File: src/rtl/imm_gen_pipe_if.sv
// Handshake bundle between the decoder (master) and the immediate generator (slave).
interface imm_gen_pipe_if #(
  parameter int unsigned XLEN = 16
);
  logic            in_valid;
  logic            in_ready;
  logic [15:0]     in_instr;
  logic            in_prefix;
  logic            out_valid;
  logic            out_ready;
  logic [XLEN-1:0] out_imm;
  logic [2:0]      out_fmt;
  logic            out_ext;

  // Upstream decoder side: drives instructions, consumes immediates.
  modport master (
    output in_valid, in_instr, in_prefix, out_ready,
    input  in_ready, out_valid, out_imm, out_fmt, out_ext
  );

  // Immediate generator side.
  modport slave (
    input  in_valid, in_instr, in_prefix, out_ready,
    output in_ready, out_valid, out_imm, out_fmt, out_ext
  );
endinterface

File: src/rtl/imm_gen_pipe.sv
// Pipelined immediate generator: sign-extends the format-specific immediate of a
// 16-bit instruction to XLEN, optionally widened by a preceding EXT prefix.
// One registered output stage; in_ready follows out_ready combinationally.
module imm_gen_pipe #(
  parameter int unsigned XLEN   = 16,
  parameter bit          PFX_EN = 1'b1
) (
  input logic           clk,
  input logic           reset,
  input logic           flush,
  imm_gen_pipe_if.slave bus
);

  typedef enum logic [0:0] {StNoPfx, StPfx} pfx_state_e;

  pfx_state_e      state_q, state_d;
  logic [12:0]     pfx_q, pfx_d;
  logic            out_valid_q, out_valid_d;
  logic [XLEN-1:0] out_imm_q, out_imm_d;
  logic [2:0]      out_fmt_q, out_fmt_d;
  logic            out_ext_q, out_ext_d;

  logic            in_ready;
  logic            accept;
  logic            is_pfx;
  logic [2:0]      opcode;
  logic [XLEN-1:0] imm_unpfx;
  logic [XLEN-1:0] imm_pfx;

  assign opcode   = bus.in_instr[2:0];
  assign in_ready = !out_valid_q || bus.out_ready;
  assign accept   = bus.in_valid && in_ready;
  // With prefixes disabled the tag is ignored and every word is an ordinary instruction.
  assign is_pfx   = PFX_EN && bus.in_prefix;

  // Per-format immediates. The prefixed form replaces the instruction's sign bit with
  // the stored payload; the sized cast sign-extends from P[12] or truncates to XLEN.
  always_comb begin
    imm_unpfx = '0;
    imm_pfx   = '0;
    unique case (opcode)
      3'b000: begin
        imm_unpfx = XLEN'($signed(bus.in_instr[15:12]));
        imm_pfx   = XLEN'($signed({pfx_q, bus.in_instr[14:12]}));
      end
      3'b001: begin
        imm_unpfx = XLEN'($signed({bus.in_instr[15], bus.in_instr[13:9]}));
        imm_pfx   = XLEN'($signed({pfx_q, bus.in_instr[13:9]}));
      end
      3'b010, 3'b011: begin
        imm_unpfx = XLEN'($signed(bus.in_instr[15:9]));
        imm_pfx   = XLEN'($signed({pfx_q, bus.in_instr[14:9]}));
      end
      3'b100, 3'b101: begin
        imm_unpfx = XLEN'($signed({bus.in_instr[15:12], bus.in_instr[5:3]}));
        imm_pfx   = XLEN'($signed({pfx_q, bus.in_instr[14:12], bus.in_instr[5:3]}));
      end
      3'b110, 3'b111: begin
        imm_unpfx = XLEN'($signed(bus.in_instr[15:6]));
        imm_pfx   = XLEN'($signed({pfx_q, bus.in_instr[14:6]}));
      end
      default: begin
        imm_unpfx = '0;
        imm_pfx   = '0;
      end
    endcase
  end

  // Prefix FSM next state plus output-register load/drain; flush overrides all.
  always_comb begin
    state_d     = state_q;
    pfx_d       = pfx_q;
    out_valid_d = out_valid_q;
    out_imm_d   = out_imm_q;
    out_fmt_d   = out_fmt_q;
    out_ext_d   = out_ext_q;

    if (flush) begin
      state_d     = StNoPfx;
      pfx_d       = '0;
      out_valid_d = 1'b0;
    end else begin
      // Beat consumed downstream; a load below may immediately refill it.
      if (out_valid_q && bus.out_ready) begin
        out_valid_d = 1'b0;
      end
      if (accept) begin
        if (is_pfx) begin
          // Last prefix wins; no output beat for a prefix.
          state_d = StPfx;
          pfx_d   = bus.in_instr[15:3];
        end else begin
          state_d     = StNoPfx;
          out_valid_d = 1'b1;
          out_fmt_d   = opcode;
          unique case (state_q)
            StPfx: begin
              out_imm_d = imm_pfx;
              out_ext_d = 1'b1;
            end
            default: begin
              out_imm_d = imm_unpfx;
              out_ext_d = 1'b0;
            end
          endcase
        end
      end
    end
  end

  // State and output registers with synchronous reset.
  always_ff @(posedge clk) begin
    if (reset) begin
      state_q     <= StNoPfx;
      pfx_q       <= '0;
      out_valid_q <= 1'b0;
      out_imm_q   <= '0;
      out_fmt_q   <= '0;
      out_ext_q   <= 1'b0;
    end else begin
      state_q     <= state_d;
      pfx_q       <= pfx_d;
      out_valid_q <= out_valid_d;
      out_imm_q   <= out_imm_d;
      out_fmt_q   <= out_fmt_d;
      out_ext_q   <= out_ext_d;
    end
  end

  assign bus.in_ready  = in_ready;
  assign bus.out_valid = out_valid_q;
  assign bus.out_imm   = out_imm_q;
  assign bus.out_fmt   = out_fmt_q;
  assign bus.out_ext   = out_ext_q;

endmodule

File: src/flat_wrapper.sv
// flat-port wrapper written by rule: the top's interface ports become plain ports
module imm_gen_pipe_flat 
#(
  parameter int unsigned XLEN   = 16,
  parameter bit          PFX_EN = 1'b1
)
  (clk, reset, flush, bus_in_valid, bus_in_instr, bus_in_prefix, bus_out_ready, bus_in_ready, bus_out_valid, bus_out_imm, bus_out_fmt, bus_out_ext);
  imm_gen_pipe_if #(.XLEN(XLEN)) bus_i ();
  input logic clk;
  input logic reset;
  input logic flush;
  input wire logic [$bits(bus_i.in_valid)-1:0] bus_in_valid;
  input wire logic [$bits(bus_i.in_instr)-1:0] bus_in_instr;
  input wire logic [$bits(bus_i.in_prefix)-1:0] bus_in_prefix;
  input wire logic [$bits(bus_i.out_ready)-1:0] bus_out_ready;
  output wire logic [$bits(bus_i.in_ready)-1:0] bus_in_ready;
  output wire logic [$bits(bus_i.out_valid)-1:0] bus_out_valid;
  output wire logic [$bits(bus_i.out_imm)-1:0] bus_out_imm;
  output wire logic [$bits(bus_i.out_fmt)-1:0] bus_out_fmt;
  output wire logic [$bits(bus_i.out_ext)-1:0] bus_out_ext;
  assign bus_i.in_valid = bus_in_valid;
  assign bus_i.in_instr = bus_in_instr;
  assign bus_i.in_prefix = bus_in_prefix;
  assign bus_i.out_ready = bus_out_ready;
  assign bus_in_ready = bus_i.in_ready;
  assign bus_out_valid = bus_i.out_valid;
  assign bus_out_imm = bus_i.out_imm;
  assign bus_out_fmt = bus_i.out_fmt;
  assign bus_out_ext = bus_i.out_ext;
  imm_gen_pipe #(.XLEN(XLEN), .PFX_EN(PFX_EN)) u_core (.clk(clk), .reset(reset), .flush(flush), .bus(bus_i));
endmodule
File: config.mk
export PLATFORM = sky130hd
export DESIGN_NAME = imm_gen_pipe_flat
export DESIGN_NICKNAME = d
export VERILOG_FILES = /design/src/rtl/imm_gen_pipe_if.sv /design/src/rtl/imm_gen_pipe.sv /design/src/flat_wrapper.sv
export SDC_FILE = /design/constraint.sdc
export NUM_CORES = 1
export LEC_CHECK = 0
export CAP_MARGIN = 10
export CORE_MARGIN = 5
export CORE_UTILIZATION = 25
export CTS_CLUSTER_DIAMETER = 30
export CTS_CLUSTER_SIZE = 30
export DETAILED_ROUTE_END_ITERATION = 16
export GPL_TIMING_DRIVEN = 0
export PLACE_DENSITY_LB_ADDON = 0.1
export SYNTH_ARGS = -nofsm -noshare
export SYNTH_HDL_FRONTEND = slang
export SYNTH_SLANG_ARGS = --single-unit
File: constraint.sdc
create_clock -name clk -period 1.55 [get_ports clk]
set_input_delay 0.31 -clock clk [delete_from_list [all_inputs] [get_ports clk]]
set_output_delay 0.31 -clock clk [all_outputs]
set_load 0.02 [all_outputs]
==> metrics.txt <==
Final Net Count=311; CTS root buffer=clkbuf_8; core box area=0.00781 mm²; Area Overhead vs Synth=39.4%; clock buffer depth=2; post-synthesis cell type count=40; via count=1,926; initial DRC count=85; worst hold path stage count=2; Final GP Congestion=0.856; die area=0.0100 mm²; cell count after synthesis=239; ANT nets after route=0; Slew Viols, Final=0; kind of critical path=in -> out; starting density of the core=26.0%; Final Hold Vio Count=0; H-Tree Level Count=2; crit path time final=1490 ps; average wire per standard cell=17.1 µm; Yosys warnings=0; Die Y=100 µm; global route total overflow=0; ys flop type=dfxtp_1; Final setup viols=0; crit end category=output port; EDFF count, synth=0; Clk Latency, worst-skew pair=290 ps; CTS tree=done; Leakage Power=1.34 nW; worst r2r path cells=4; Post-Route WL=6670 µm; # DRC=0; FF-to-FF setup slack=120 ps; sequential element share of the synthesized area=34.5%; number of global-route vias before repair=1,898; worst-path fanout max=6; WP data arrival=1180 ps; Post-Syn Area=0.00203 mm²; Worst-path clk slew=70 ps; Power per Cell Area=747 mW/mm²; fraction of registers with async set/reset=0%; hpwl dp=4940 µm; Tcrit/Tclk final=95.8%; max_slew headroom=68.0%; Worst setup SP type=input port; HP Class=reg -> reg; Max Cap Violations=0; CP Data Required Time=1240 ps; initial antenna violation count=0; PortBufs=42; Top Ports=44; Inserted Diodes=0; syn_nets=261; largest net degree at the start of global routing=11; Pwr Total=0.00212 W; vias per inst=4.93; peak supply drop=257 µV; CTS Buf Count=5; total clock sinks=35; drt first pass iters=4; Mapped Avg Cell Area=8.50 µm²; total track usage=13.5%; first-pass GRT wire length=10,600 µm; Synth Register Bits=35; status=completed; Highest Clock Rate=673 MHz; clk_skew=7.78 ps; fin util=36.3%; row count=32; share of cells above drive strength 1=19.4%; Die Wd=100 µm; worst slew pin tran=480 ps
==> final timing paths <==
check | start | end
worst max register to register | u_core.state_q$_SDFFE_PP0P_ | u_core.bus.out_imm[11]$_SDFFE_PP0P_
worst min register to register | u_core.bus.out_fmt[0]$_SDFFE_PP0P_ | u_core.bus.out_fmt[0]$_SDFFE_PP0P_
worst min-delay path | u_core.bus.out_fmt[0]$_SDFFE_PP0P_ | u_core.bus.out_fmt[0]$_SDFFE_PP0P_
worst max-delay path | bus_out_ready | bus_in_ready
==> where the power goes <==
group	internal, W	leakage [nW]	total, W	switching [W]
combinational	0.000218	1.01	0.000477	0.000259
clock	0.000349	0.0470	0.000687	0.000338
sequential	0.000931	0.285	0.000952	0.0000205
total	0.00150	1.34	0.00212	0.000618
==> area by class of cell <==
| class | count | area [µm²] |
|---|---|---|
| sequential | 35 | 701 |
| fill | 844 | 4980 |
| buffer | 22 | 180 |
| clock inverter | 1 | 5.00 |
| clock buffer | 6 | 82.6 |
| tap | 102 | 128 |
| multi-input combinational | 176 | 1250 |
| inverter | 5 | 18.8 |
| timing repair buffer | 44 | 463 |
==> state kept, by name (all words and copies together), names as in the netlist <==
| signal | flops |
|---|---|
| u_core.bus.out_ext | 1 |
| u_core.pfx_q | 13 |
| u_core.state_q | 1 |
| u_core.bus.out_imm | 16 |
| u_core.bus.out_valid | 1 |
| u_core.bus.out_fmt | 3 |
==> routing by layer <==
layer,GRT usage (%),up-vias,share of wire [%]
li1,-,958,-
met1,19.7,896,49
met2,20.1,63,44
met3,2.71,9,5.5
met4,3.73,0,1.5
met5,0,-,0
==> cell usage after synthesis, types with 2 or more instances <==
cell,count,area (µm²)
nor2_1,37,139
dfxtp_1,35,701
nand2_1,19,71.3
mux2i_1,18,180
a21oi_1,13,65.1
a211oi_1,11,82.6
nor2b_1,11,68.8
buf_2,9,45.0
nand3_1,8,40.0
clkbuf_1,7,26.3
mux2_1,6,67.6
o221ai_1,6,52.6
inv_1,5,18.8
o21ai_1,4,20.0
a221oi_2,3,45.0
a2bb2oi_1,3,26.3
a32o_1,3,30.0
buf_4,3,22.5
nand2b_1,3,18.8
nor3b_1,3,22.5
o22ai_1,3,18.8
o311ai_1,3,26.3
o31a_1,3,26.3
a211oi_2,2,25.0
buf_6,2,22.5
nor3_1,2,10.0
o2111ai_1,2,17.5
o21ai_0,2,10.0
o21ba_1,2,20.0
==> logic make-up (layout without fill, tap and decap cells) <==
family / count (synthesis) / after routing / share of synthesized area (%)
buffers and inverters: 28 / 78 / 7.76
AO/OA/AOI/OAI: 61 / 61 / 23.7
multiplexers: 24 / 24 / 12.2
AND/OR/NAND/NOR: 91 / 91 / 21.9
flip-flops: 35 / 35 / 34.5
==> metrics by stage <==
stage | area (µm²) | cells | hold slack (ps) | setup WS (ps) | TNS, ps
final | 2830 | 391 | 456 | 64.4 | 0
after global routing | 2830 | 391 | 483 | -34.0 | -65.1
after CTS | 2730 | 391 | 462 | 0.332 | 0
after detailed placement | 2580 | 383 | 451 | -439 | -11390
after global placement | 2580 | 383 | 451 | -440 | -11700
after floorplan | 2030 | 239 | 454 | 159 | 0
==> cell usage in the layout, fill, tap and decap left out, drive strengths merged, types with 4 or more instances in the layout <==
master         instances
nor2                  37
mux2i                 18
clkdlybuf4s50         16
inv                    5
dlygate4sd2            8
mux2                   6
clkbuf                13
a21oi                 13
dlymetal6s2s          17
nand2                 19
buf                   18
nor2b                 11
o21ai                  6
o221ai                 6
nor3                   4
nand3                  9
dfxtp                 35
a211oi                13
==> worst max-delay path, stage by stage <==
cell	delay (ps)
clkdlybuf4s50_1	450
nand2b_1	100
buf_4	150
buf_2	170
==> what timing repair did <==
action	4_1_cts	5_1_grt
hold buffers	0	0
gates resized for setup	31	37
pin swaps	1	0
setup endpoints to repair	36	46
buffers inserted	1	0
gates cloned	1	0
No activity file was read; power rests on OpenSTA's default activity.
